$ cat src/rtl/state_dump_pkg.sv
// Shared types and constants for the end-of-run state dump controller.
package state_dump_pkg;

  typedef enum logic [2:0] {
    ST_RUN      = 3'd0,
    ST_DUMP_REG = 3'd1,
    ST_DUMP_MEM = 3'd2,
    ST_END      = 3'd3,
    ST_DONE     = 3'd4
  } state_e;

  localparam logic [1:0] TAG_PC  = 2'b00;
  localparam logic [1:0] TAG_REG = 2'b01;
  localparam logic [1:0] TAG_MEM = 2'b10;
  localparam logic [1:0] TAG_END = 2'b11;

  localparam logic [1:0] RSN_NONE    = 2'b00;
  localparam logic [1:0] RSN_ZERO    = 2'b01;
  localparam logic [1:0] RSN_HALT    = 2'b10;
  localparam logic [1:0] RSN_TIMEOUT = 2'b11;

  // Priority encoder: zero instruction beats halt, halt beats timeout.
  function automatic logic [1:0] stop_code(input logic zero_inst,
                                           input logic halt,
                                           input logic timeout);
    logic [1:0] code;
    if (zero_inst) begin
      code = RSN_ZERO;
    end else if (halt) begin
      code = RSN_HALT;
    end else if (timeout) begin
      code = RSN_TIMEOUT;
    end else begin
      code = RSN_NONE;
    end
    return code;
  endfunction

endpackage

$ cat src/rtl/dump_index_counter.sv
// Index counter with clear, enable and wrap-to-zero at a terminal value.
module dump_index_counter #(
  parameter int W = 5
) (
  input  logic         clk,
  input  logic         reset,
  input  logic         clr,
  input  logic         en,
  input  logic [W-1:0] last,
  output logic [W-1:0] count,
  output logic         at_last
);

  logic [W-1:0] count_r;

  assign count   = count_r;
  assign at_last = (count_r == last);

  // Index register; wraps to zero after the terminal beat so the next phase starts clean.
  always_ff @(posedge clk or posedge reset) begin
    if (reset) begin
      count_r <= {W{1'b0}};
    end else if (clr) begin
      count_r <= {W{1'b0}};
    end else if (en) begin
      count_r <= at_last ? {W{1'b0}} : count_r + W'(1'b1);
    end
  end

endmodule

$ cat src/rtl/state_dump_ctrl.sv
// End-of-run controller: PC trace while running, then register/memory/end-marker dump.
module state_dump_ctrl
  import state_dump_pkg::*;
#(
  parameter int                DATA_W         = 32,
  parameter int                NUM_REGS       = 32,
  parameter int                REG_AW         = 5,
  parameter int                MEM_AW         = 32,
  parameter logic [MEM_AW-1:0] MEM_BASE       = MEM_AW'(32'h4000),
  parameter int                MEM_WORDS      = 4,
  parameter int                TIMEOUT_CYCLES = 64,
  parameter bit                PC_TRACE       = 1'b1
) (
  input  logic              clk,
  input  logic              reset,
  input  logic [DATA_W-1:0] inst,
  input  logic [DATA_W-1:0] pc,
  input  logic              halt_req,
  output logic [REG_AW-1:0] rf_raddr,
  input  logic [DATA_W-1:0] rf_rdata,
  output logic [MEM_AW-1:0] mem_raddr,
  input  logic [DATA_W-1:0] mem_rdata,
  output logic              out_valid,
  input  logic              out_ready,
  output logic [DATA_W-1:0] out_data,
  output logic [1:0]        out_tag,
  output logic              cpu_stall,
  output logic [1:0]        stop_reason,
  output logic              done,
  output logic [31:0]       cycle_count
);

  localparam int                MEM_IW   = (MEM_WORDS > 1) ? $clog2(MEM_WORDS) : 1;
  localparam logic [REG_AW-1:0] REG_LAST = REG_AW'(NUM_REGS - 1);
  localparam logic [MEM_IW-1:0] MEM_LAST = MEM_IW'(MEM_WORDS - 1);
  localparam logic [31:0]       CYC_LAST = 32'(TIMEOUT_CYCLES - 1);

  state_e            state_r;
  state_e            state_nxt_s;
  logic [31:0]       cycle_count_r;
  logic [1:0]        stop_reason_r;
  logic              done_r;
  logic [REG_AW-1:0] reg_idx_s;
  logic [MEM_IW-1:0] mem_idx_s;
  logic              reg_last_s;
  logic              mem_last_s;
  logic              handshake_s;
  logic              accept_s;
  logic              stop_s;
  logic [1:0]        stop_code_s;

  assign cycle_count = cycle_count_r;
  assign stop_reason = stop_reason_r;
  assign done        = done_r;

  assign handshake_s = out_valid && out_ready;
  // An accepted cycle is one where the machine really advanced.
  assign accept_s    = (state_r == ST_RUN) && !cpu_stall;
  assign stop_code_s = stop_code(inst == {DATA_W{1'b0}}, halt_req, cycle_count_r == CYC_LAST);
  assign stop_s      = accept_s && (stop_code_s != RSN_NONE);

  dump_index_counter #(.W(REG_AW)) u_reg_idx (
    .clk     (clk),
    .reset   (reset),
    .clr     (stop_s),
    .en      ((state_r == ST_DUMP_REG) && handshake_s),
    .last    (REG_LAST),
    .count   (reg_idx_s),
    .at_last (reg_last_s)
  );

  dump_index_counter #(.W(MEM_IW)) u_mem_idx (
    .clk     (clk),
    .reset   (reset),
    .clr     (stop_s),
    .en      ((state_r == ST_DUMP_MEM) && handshake_s),
    .last    (MEM_LAST),
    .count   (mem_idx_s),
    .at_last (mem_last_s)
  );

  // Stream, stall and read-address decode from the current state.
  always_comb begin
    out_valid = 1'b0;
    out_data  = {DATA_W{1'b0}};
    out_tag   = TAG_PC;
    cpu_stall = 1'b1;
    rf_raddr  = {REG_AW{1'b0}};
    mem_raddr = {MEM_AW{1'b0}};
    case (state_r)
      ST_RUN: begin
        out_valid = PC_TRACE;
        out_data  = pc;
        out_tag   = TAG_PC;
        cpu_stall = PC_TRACE && !out_ready;
      end
      ST_DUMP_REG: begin
        out_valid = 1'b1;
        rf_raddr  = reg_idx_s;
        out_data  = rf_rdata;
        out_tag   = TAG_REG;
      end
      ST_DUMP_MEM: begin
        out_valid = 1'b1;
        mem_raddr = MEM_BASE + MEM_AW'(mem_idx_s);
        out_data  = mem_rdata;
        out_tag   = TAG_MEM;
      end
      ST_END: begin
        out_valid = 1'b1;
        out_data  = DATA_W'(cycle_count_r);
        out_tag   = TAG_END;
      end
      ST_DONE: begin
        out_valid = 1'b0;
        out_tag   = TAG_END;
      end
      default: begin
        out_valid = 1'b0;
      end
    endcase
  end

  // Next-state selection; every dump phase advances only on a handshake.
  always_comb begin
    state_nxt_s = state_r;
    case (state_r)
      ST_RUN: begin
        if (stop_s) begin
          state_nxt_s = ST_DUMP_REG;
        end else begin
          state_nxt_s = ST_RUN;
        end
      end
      ST_DUMP_REG: begin
        if (handshake_s && reg_last_s) begin
          state_nxt_s = ST_DUMP_MEM;
        end else begin
          state_nxt_s = ST_DUMP_REG;
        end
      end
      ST_DUMP_MEM: begin
        if (handshake_s && mem_last_s) begin
          state_nxt_s = ST_END;
        end else begin
          state_nxt_s = ST_DUMP_MEM;
        end
      end
      ST_END: begin
        if (handshake_s) begin
          state_nxt_s = ST_DONE;
        end else begin
          state_nxt_s = ST_END;
        end
      end
      ST_DONE: begin
        state_nxt_s = ST_DONE;
      end
      default: begin
        state_nxt_s = ST_RUN;
      end
    endcase
  end

  // State, saturating run-cycle counter, latched stop reason and done flag.
  always_ff @(posedge clk or posedge reset) begin
    if (reset) begin
      state_r       <= ST_RUN;
      cycle_count_r <= 32'h0000_0000;
      stop_reason_r <= RSN_NONE;
      done_r        <= 1'b0;
    end else begin
      state_r <= state_nxt_s;
      if (accept_s && (cycle_count_r != 32'hFFFF_FFFF)) begin
        cycle_count_r <= cycle_count_r + 32'd1;
      end
      if (stop_s) begin
        stop_reason_r <= stop_code_s;
      end
      if ((state_r == ST_END) && handshake_s) begin
        done_r <= 1'b1;
      end
    end
  end

endmodule

$ cat config.mk
export PLATFORM = sky130hd
export DESIGN_NAME = state_dump_ctrl
export DESIGN_NICKNAME = d
export VERILOG_FILES = /design/src/rtl/state_dump_pkg.sv /design/src/rtl/dump_index_counter.sv /design/src/rtl/state_dump_ctrl.sv
export SDC_FILE = /design/constraint.sdc
export NUM_CORES = 1
export LEC_CHECK = 0
export CAP_MARGIN = 30
export CORE_MARGIN = 8
export CORE_UTILIZATION = 38
export CTS_BUF_LIST = sky130_fd_sc_hd__clkbuf_8 sky130_fd_sc_hd__clkbuf_16
export CTS_CLUSTER_DIAMETER = 80
export CTS_CLUSTER_SIZE = 12
export DETAILED_ROUTE_END_ITERATION = 16
export PLACE_DENSITY = 0.88
export SKIP_LAST_GASP = 1
export SYNTH_ARGS = -nofsm -noshare
export SYNTH_HDL_FRONTEND = slang
export SYNTH_SLANG_ARGS = --single-unit
export TNS_END_PERCENT = 10
$ cat constraint.sdc
create_clock -name clk -period 5.3 [get_ports clk]
set_input_delay 1.06 -clock clk [delete_from_list [all_inputs] [get_ports clk]]
set_output_delay 1.06 -clock clk [all_outputs]
set_load 0.01 [all_outputs]
==> results.sh, run 1 <==
export IMPL_status="finished, final reports clean"
export IMPL_dp_cells=653
export IMPL_setup_worst_path_class="reg -> out"
export IMPL_hpwl_um=11100
export IMPL_multi_input_area_um2=1950
export IMPL_hold_path_class="reg -> reg"
export IMPL_r2r_cells=6
export IMPL_hold_viol_final=0
export IMPL_setup_viol=0
export IMPL_worst_pin_slew_ps=903
export IMPL_antenna_found_initial=0
export IMPL_die_w_um=109
export IMPL_arrival_ps=2930
export IMPL_fp_coreArea_um2=8590
export IMPL_io_buffers=210
export IMPL_synth_cell_type_count=43
export IMPL_post_cts_buffers=0
export IMPL_p_leak_nw=2.20
export IMPL_vdd_drop_max_mv=0.171
export IMPL_seq_area_um2=1130
export IMPL_utilization_pct=64.0
export IMPL_path_depth=5
export IMPL_finalMaxSlewViolations=0
export IMPL_rrSetupSlack_ps=2770
export IMPL_path_clk_slew_ps=90
export IMPL_ys_seq_elements=45
export IMPL_num_rows=34
export IMPL_initial_core_util_pct=38.5
export IMPL_layout_common_cells="210 x clkdlybuf4s50_1, 45 x dfrtp_1, 32 x a22o_1, 32 x a221o_1, 29 x conb_1"
export IMPL_crit_path_end_kind="primary output"
export IMPL_drc=0
export IMPL_crit_slowest_cell="nor2_2"
export IMPL_io_pins=240
export IMPL_rsz0062_at_grt="no"
export IMPL_drtPass1Iterations=4
export IMPL_whs_ps=491
export IMPL_worst_slack_ps=1310
export IMPL_async_flop_share_pct=100
export IMPL_rr_startpoint="cycle_count[0]$_DFFE_PP0P_"
export IMPL_path_delay_family="simple AND/OR/NAND/NOR gates"
export IMPL_grt_ovfl_total=0
export IMPL_post_drt_wl_per_cell_um=21.1
export IMPL_area_growth_synth_to_final_pct=66.4
export IMPL_grt_start_max_net_pins=46
export IMPL_syn_inst=356
export IMPL_dp_slack_ps=1460
export IMPL_via_per_inst=5.57
export IMPL_cpPeakStageDelay_ps=680
export IMPL_clockBufferDepth=2
export IMPL_min_period_ps=3990
export IMPL_num_vias=3683
export IMPL_stdcell_count=661
export IMPL_cp_start_kind="flip-flop"
export IMPL_timing_setup_tns_ps=0
export IMPL_cts_sinks=45
export IMPL_timing_final_crit_share_pct=75.3
export IMPL_crit_buf_inv=2
export IMPL_worstSkewPairLatency_ps=300
export IMPL_fill_cells=688
export IMPL_synth_ff_type="dfrtp_1"
export IMPL_fin_nets=688
export IMPL_clock_skew_ps=7.90
export IMPL_wl_um=14000
export IMPL_grt_pass1_wl_um=20800
export IMPL_avgSynthCellArea_um2=9.29
export IMPL_endpoint="out_data[12]"
export IMPL_relSlewSlack_pct=39.6
export IMPL_drtIter0Drc=278
export IMPL_cts_made_buffers=5
export IMPL_required_ps=4240
export IMPL_cp_startpoint="state_r[2]$_DFF_PP0_"
export IMPL_cts_hold_buf=0
export IMPL_maxCapViolations=0
export IMPL_routabilityCongestion=0.924
export IMPL_drive_gt1_share_pct=4.70
export IMPL_cts_resized_gates=0
export IMPL_placed_area_um2=5390
export IMPL_power_total_mw=1.82
export IMPL_synth_seq_area_share_pct=34.1
export IMPL_dieArea_um2=11900
export IMPL_diodes=0
export IMPL_antenna_left=0
export IMPL_worstPathMaxFanout=19
export IMPL_die_h_um=109
export IMPL_yosysWarnings=0
export IMPL_powerDensity_nw_per_um2=331
export IMPL_synth_edf_count=0
export IMPL_path_cells="nand2b_1, nor2_2, buf_4, a221o_1, clkdlybuf4s50_1"
export IMPL_max_freq_ghz=0.251
export IMPL_final_design_area_no_fill_um2=5500
export IMPL_rr_endpoint="u_mem_idx.count[0]$_DFFE_PP0P_"
export IMPL_grtUsageTotal_pct=22.2
export IMPL_clock_tree_root_cell="clkbuf_8"
export IMPL_mostFrequentLayoutCell="clkdlybuf4s50_1"
export IMPL_htree_levels=2
export IMPL_netlist_area_um2=3310
export IMPL_grt_pass1_vias=3779
export IMPL_cts_tree="built"
-- cell usage after synthesis, types with 2 or more instances --
cell | count | area share, %
dfrtp_1 | 45 | 34
a221o_1 | 32 | 9.7
a22o_1 | 32 | 8.5
buf_4 | 29 | 6.6
xnor2_1 | 28 | 7.4
clkbuf_1 | 20 | 2.3
nand4_1 | 20 | 3.8
nand2_1 | 17 | 1.9
nor4_1 | 15 | 2.8
nor2_1 | 14 | 1.6
a21oi_1 | 11 | 1.7
nand3_1 | 11 | 1.7
and2_1 | 8 | 1.5
and3_1 | 8 | 1.5
and4_1 | 8 | 2.1
nor3_1 | 7 | 1.1
o21ai_0 | 6 | 0.91
inv_1 | 5 | 0.57
ha_1 | 4 | 1.5
or2_2 | 4 | 0.76
buf_2 | 3 | 0.45
nand2b_1 | 3 | 0.57
or3_1 | 3 | 0.57
o21bai_1 | 2 | 0.45
or4_1 | 2 | 0.45
xor2_1 | 2 | 0.53
-- layer usage --
layer / global-route usage [%] / routed length [µm]
met3: 5.73 / 1440
met4: 6.08 / 150
met2: 38.4 / 7150
met5: 0 / 0
met1: 26.5 / 5220
-- layout make-up --
cell class | count | share of cell area [%]
repair buffers | 216 | 39.0
clock buffers | 6 | 1.50
well taps | 108 | 2.46
inverters | 6 | 0.409
flip-flops and latches | 45 | 20.5
clock inverters | 2 | 0.614
multi-input cells | 278 | 35.5
-- flip-flops by register name, indices dropped and copies added (netlist names) --
register / cells
done: 1
state_r: 3
u_mem_idx.count: 2
stop_reason: 2
u_reg_idx.count: 5
cycle_count: 32
-- cell families (layout without fill, tap and decap cells) --
family                     Yosys count  after routing  share of synthesized area, %
buffers and inverters               61            230                          10.6
DFF                                 45             45                          34.1
other                                1             29                         0.113
and+or+nand+nor                    126            126                          22.8
xor gates and xnor gates            30             30                          7.95
muxes                                1              1                         0.341
AOI/OAI and AO/OA                   88             88                          22.6
adders and majority gates            4              4                          1.51
-- worst min path at each step --
stage                                 from          endpoint  slack (ps)  cells past startpoint
after floorplan           done$_DFFE_PP0P_  done$_DFFE_PP0P_         510                      1
after global placement    done$_DFFE_PP0P_  done$_DFFE_PP0P_         470                      1
after detailed placement  done$_DFFE_PP0P_  done$_DFFE_PP0P_         480                      1
after CTS                 done$_DFFE_PP0P_  done$_DFFE_PP0P_         500                      1
after global routing      done$_DFFE_PP0P_  done$_DFFE_PP0P_         510                      1
final                     done$_DFFE_PP0P_  done$_DFFE_PP0P_         490                      1
-- where the power goes --
| group | internal [mW] | switching (mW) |
|---|---|---|
| Clock | 0.152 | 0.119 |
| Sequential | 0.392 | 0.101 |
| Combinational | 0.601 | 0.458 |
| Total | 1.15 | 0.678 |
-- worst register-to-register path: stages, from the launching register on --
cell     delay, ps
dfrtp_1        550
ha_1           260
nand3_1        160
or2_2          330
or3_1          460
a31oi_2        450
o21ai_0        170
No activity file was read; power rests on OpenSTA's default activity.
==> inputs of run 2 (changes only) <==
--- a/config.mk
+++ b/config.mk
@@ -7,12 +7,12 @@
 export LEC_CHECK = 0
 export CAP_MARGIN = 30
 export CORE_MARGIN = 8
-export CORE_UTILIZATION = 38
+export CORE_UTILIZATION = 32
 export CTS_BUF_LIST = sky130_fd_sc_hd__clkbuf_8 sky130_fd_sc_hd__clkbuf_16
 export CTS_CLUSTER_DIAMETER = 80
 export CTS_CLUSTER_SIZE = 12
 export DETAILED_ROUTE_END_ITERATION = 16
-export PLACE_DENSITY = 0.88
+export PLACE_DENSITY = 0.79
 export SKIP_LAST_GASP = 1
 export SYNTH_ARGS = -nofsm -noshare
 export SYNTH_HDL_FRONTEND = slang
==> constraint.sdc (replaced) <==
create_clock -name clk -period 3.2 [get_ports clk]
set_input_delay 0.64 -clock clk [delete_from_list [all_inputs] [get_ports clk]]
set_output_delay 0.64 -clock clk [all_outputs]
set_load 0.01 [all_outputs]
==> results.sh, run 2 (same netlist as run 1, synthesis figures left out) <==
export IMPL_post_cts_buffers=0
export IMPL_drtIter0Drc=304
export IMPL_path_cells="nor3b_2, buf_4, a22o_1, a221o_1, clkdlybuf4s50_1"
export IMPL_antenna_left=0
export IMPL_grtUsageTotal_pct=20.1
export IMPL_grt_start_max_net_pins=46
export IMPL_initial_core_util_pct=32.5
export IMPL_path_delay_family="buffers and inverters"
export IMPL_crit_path_end_kind="primary output"
export IMPL_path_clk_slew_ps=80
export IMPL_crit_slowest_cell="dfrtp_1"
export IMPL_mostFrequentLayoutCell="clkdlybuf4s50_1"
export IMPL_worst_pin_slew_ps=582
export IMPL_post_drt_wl_per_cell_um=20.6
export IMPL_die_w_um=118
export IMPL_finalMaxSlewViolations=0
export IMPL_seq_area_um2=1130
export IMPL_cts_resized_gates=0
export IMPL_hold_viol_final=0
export IMPL_clock_skew_ps=5.53
export IMPL_drc=0
export IMPL_cts_sinks=45
export IMPL_via_per_inst=5.29
export IMPL_required_ps=2560
export IMPL_htree_levels=2
export IMPL_setup_viol=0
export IMPL_die_h_um=118
export IMPL_largest_reg_flops=32
export IMPL_drtPass1Iterations=4
export IMPL_cts_made_buffers=5
export IMPL_max_freq_ghz=0.334
export IMPL_grt_ovfl_total=0
export IMPL_drive_gt1_share_pct=5.73
export IMPL_grt_pass1_vias=3858
export IMPL_setup_worst_path_class="reg -> out"
export IMPL_cts_hold_buf=0
export IMPL_worstPathMaxFanout=28
export IMPL_timing_final_crit_share_pct=93.7
export IMPL_hold_path_class="reg -> reg"
export IMPL_relSlewSlack_pct=61.2
export IMPL_diodes=0
export IMPL_multi_input_area_um2=1950
export IMPL_crit_buf_inv=2
export IMPL_arrival_ps=2360
export IMPL_num_rows=37
export IMPL_io_pins=240
export IMPL_worstSkewPairLatency_ps=300
export IMPL_hpwl_um=11500
export IMPL_cpPeakStageDelay_ps=560
export IMPL_clockBufferDepth=2
export IMPL_hp_start="done$_DFFE_PP0P_"
export IMPL_io_buffers=210
export IMPL_rsz0062_at_grt="no"
export IMPL_status="finished, final reports clean"
export IMPL_routabilityCongestion=0.852
export IMPL_timing_setup_tns_ps=0
export IMPL_min_period_ps=3000
export IMPL_maxCapViolations=0
export IMPL_cts_tree="built"
export IMPL_clock_tree_root_cell="clkbuf_8"
export IMPL_p_leak_nw=2.22
export IMPL_vdd_drop_max_mv=0.235
export IMPL_area_growth_synth_to_final_pct=68.0
export IMPL_cp_startpoint="state_r[0]$_DFF_PP0_"
export IMPL_final_design_area_no_fill_um2=5550
export IMPL_wl_um=14300
export IMPL_placed_area_um2=5450
export IMPL_fp_coreArea_um2=10200
export IMPL_fill_cells=926
export IMPL_grt_pass1_wl_um=22500
export IMPL_layout_common_cells="210 x clkdlybuf4s50_1, 45 x dfrtp_1, 32 x a22o_1, 32 x a221o_1, 29 x conb_1"
export IMPL_rr_startpoint="cycle_count[0]$_DFFE_PP0P_"
export IMPL_fin_nets=693
export IMPL_powerDensity_nw_per_um2=529
export IMPL_cp_start_kind="flip-flop"
export IMPL_num_vias=3672
export IMPL_dieArea_um2=13800
export IMPL_antenna_found_initial=0
-- run 2: worst paths after layout --
check                                                      end  cells after the start  slack, ps
worst max-delay path                              out_data[18]                      5        200
worst min-delay path                          done$_DFFE_PP0P_                      1        480
worst max register to register  u_mem_idx.count[0]$_DFFE_PP0P_                      6        690
worst min register to register                done$_DFFE_PP0P_                      1        480
max in group asynchronous          cycle_count[25]$_DFFE_PP0P_                      3       2010
min in group asynchronous           cycle_count[9]$_DFFE_PP0P_                      3        790
-- run 2: worst register-to-register path, cell delays in order, from the launching register on --
cell	delay (ps)
dfrtp_1	560
ha_1	270
nand3_1	160
or2_2	330
or3_1	460
a31oi_2	440
o21ai_0	160
-- run 2: where the power goes --
part	total, mW	internal [mW]	switching [mW]
sequential	0.807	0.649	0.157
combinational	1.74	1.00	0.737
clock	0.387	0.195	0.192
-- run 2: per-layer routing --
layer	GRT usage, %	vias up	part of all wire [%]
li1	-	1714	-
met1	24.5	1769	42
met2	34.2	172	49
met3	5.13	17	7.9
met4	5.36	0	1.5
met5	0	-	0
-- run 2: final cells by class --
cell class | count | area share, %
sequential | 45 | 20.3
clock buffer | 7 | 1.73
tap | 136 | 3.06
multi-input combinational | 278 | 35.1
inverter | 6 | 0.405
timing repair buffer | 221 | 39.3
clock inverter | 1 | 0.0901
-- run 2: per-stage QoR --
step	instances	setup WS (ps)	total power, mW	util [%]	hold slack, ps
after global placement	686	440	2.54	53.5	463
after floorplan	384	808	1.66	-	513
after detailed placement	686	430	2.57	53.5	464
after CTS	694	200	2.96	54.5	487
after global routing	694	34.4	3.12	54.5	529
final	694	203	2.94	54.5	482
==> inputs of run 3 (changes only) <==
--- a/config.mk
+++ b/config.mk
@@ -13,6 +13,7 @@
 export CTS_CLUSTER_SIZE = 12
 export DETAILED_ROUTE_END_ITERATION = 16
 export PLACE_DENSITY = 0.79
+export REMOVE_ABC_BUFFERS = 1
 export SKIP_LAST_GASP = 1
 export SYNTH_ARGS = -nofsm -noshare
 export SYNTH_HDL_FRONTEND = slang
==> results.sh, run 3 (same netlist as run 1, synthesis figures left out) <==
export IMPL_drtIter0Drc=191
export IMPL_grt_ovfl_total=0
export IMPL_cp_start_kind="flip-flop"
export IMPL_grt_pass1_vias=3869
export IMPL_die_h_um=118
export IMPL_grt_busiest_layer="met2"
export IMPL_cpPeakStageDelay_ps=610
export IMPL_whs_ps=490
export IMPL_max_freq_ghz=0.334
export IMPL_layout_common_cells="210 x clkdlybuf4s50_1, 45 x dfrtp_1, 32 x a22o_1, 32 x a221o_1, 29 x conb_1"
export IMPL_use_met1_pct=21.1
export IMPL_required_ps=2560
export IMPL_finalMaxSlewViolations=0
export IMPL_powerDensity_nw_per_um2=517
export IMPL_num_vias=3657
export IMPL_timing_setup_tns_ps=0
export IMPL_post_cts_buffers=0
export IMPL_wl_um=12900
export IMPL_rr_startpoint="cycle_count[0]$_DFFE_PP0P_"
export IMPL_crit_slowest_cell="clkdlybuf4s50_1"
export IMPL_routabilityCongestion=0.831
export IMPL_r2r_cells=6
export IMPL_rsz0062_at_grt="no"
export IMPL_setup_worst_path_class="reg -> out"
export IMPL_via_per_inst=5.27
export IMPL_cts_sinks=45
export IMPL_worstPathMaxFanout=18
export IMPL_grt_pass1_wl_um=20400
export IMPL_io_buffers=210
export IMPL_final_design_area_no_fill_um2=5570
export IMPL_fp_coreArea_um2=10200
export IMPL_grt_use_met2_pct=30.7
export IMPL_vdd_drop_max_mv=0.301
export IMPL_rr_endpoint="u_mem_idx.count[0]$_DFFE_PP0P_"
export IMPL_p_leak_nw=2.22
export IMPL_drtPass1Iterations=5
export IMPL_area_growth_synth_to_final_pct=68.5
export IMPL_htree_levels=2
export IMPL_setup_viol=0
export IMPL_grtUsageTotal_pct=17.9
export IMPL_min_delay_worst_endpoint="done$_DFFE_PP0P_"
export IMPL_cts_hold_buf=0
export IMPL_die_w_um=118
export IMPL_antenna_found_initial=0
export IMPL_diodes=0
export IMPL_cts_resized_gates=0
export IMPL_drive_gt1_share_pct=5.91
export IMPL_hp_start="done$_DFFE_PP0P_"
export IMPL_clockBufferDepth=2
export IMPL_hpwl_um=10300
export IMPL_hold_viol_final=0
export IMPL_largest_reg_flops=32
export IMPL_mostFrequentLayoutCell="clkdlybuf4s50_1"
export IMPL_dieArea_um2=13800
export IMPL_io_pins=240
export IMPL_antenna_left=0
export IMPL_maxCapViolations=0
export IMPL_num_rows=37
export IMPL_drc=0
export IMPL_worstSkewPairLatency_ps=300
export IMPL_placed_area_um2=5460
export IMPL_rrSetupSlack_ps=820
export IMPL_status="finished, final reports clean"
export IMPL_fin_nets=693
export IMPL_initial_core_util_pct=32.5
export IMPL_cts_tree="built"
export IMPL_arrival_ps=2350
export IMPL_hold_path_class="reg -> reg"
export IMPL_timing_final_crit_share_pct=93.5
export IMPL_min_path_cells=1
export IMPL_crit_path_end_kind="primary output"
export IMPL_clock_skew_ps=5.69
export IMPL_grt_use_met3_pct=5.85
export IMPL_grt_start_max_net_pins=46
export IMPL_post_drt_wl_per_cell_um=18.6
export IMPL_path_clk_slew_ps=90
export IMPL_cts_made_buffers=5
export IMPL_min_period_ps=2990
export IMPL_path_cells="nor3b_2, buf_4, a22o_1, a221o_1, clkdlybuf4s50_1"
export IMPL_clock_tree_root_cell="clkbuf_8"
[run 3: cell count changes in the layout (fill, tap and decap cells not counted), sizes merged]
| cell | before | now |
|---|---|---|
| clkbuf | 7 | 5 |
| clkinvlp | 0 | 1 |
| inv | 5 | 6 |
[run 3: per-stage QoR]
step | power (mW) | util, % | cells | setup slack [ps]
2_1_floorplan | 1.59 | - | 329 | -718
3_3_place_gp | 2.51 | 53.6 | 685 | 504
3_5_place_dp | 2.54 | 53.6 | 685 | 466
4_1_cts | 2.90 | 54.5 | 693 | 204
5_1_grt | 3.07 | 54.7 | 694 | 86.1
6_report | 2.88 | 54.7 | 694 | 207
[run 3: metal layers]
| layer | routed length (µm) | vias to the layer above | part of all wire (%) |
|---|---|---|---|
| met4 | 107 | 0 | 0.83 |
| met5 | 0 | - | 0 |
| met2 | 6330 | 178 | 49 |
| met3 | 1110 | 6 | 8.6 |
| li1 | - | 1722 | - |
| met1 | 5330 | 1751 | 41 |
[run 3: worst max-delay path by stage]
| stage | to | slack (ps) | cells past startpoint | from |
|---|---|---|---|---|
| 2_1_floorplan | u_reg_idx.count[2]$_DFFE_PP0P_ | -720 | 4 | state_r[0]$_DFF_PP0_ |
| 6_report | out_data[7] | 210 | 5 | state_r[0]$_DFF_PP0_ |
| 3_3_place_gp | cpu_stall | 500 | 4 | out_ready |
| 5_1_grt | out_data[25] | 90 | 5 | state_r[0]$_DFF_PP0_ |
| 4_1_cts | out_data[7] | 200 | 5 | state_r[2]$_DFF_PP0_ |
| 3_5_place_dp | cycle_count[14]$_DFFE_PP0P_ | 470 | 7 | out_ready |
[run 3: layout make-up]
| cell class | instances | area (µm²) |
|---|---|---|
| inverters | 6 | 22.5 |
| fillers | 934 | 4620 |
| flip-flops and latches | 45 | 1130 |
| clock buffers | 5 | 68.8 |
| well taps | 136 | 170 |
| multi-input cells | 278 | 1950 |
| clock inverters | 3 | 17.5 |
| repair buffers | 221 | 2210 |
[run 3: critical path, delay by kind of cell (launching register included)]
kind,cells,cell delay [ps]
flip-flops,1,590
AO/OA/AOI/OAI,2,280
buffers and inverters,2,890
AND/OR/NAND/NOR,1,270
[run 3: where the power goes]
group	total (mW)	switching [mW]	internal, mW
clock network	0.351	0.200	0.151
logic	1.73	0.727	1.01
registers	0.798	0.149	0.650
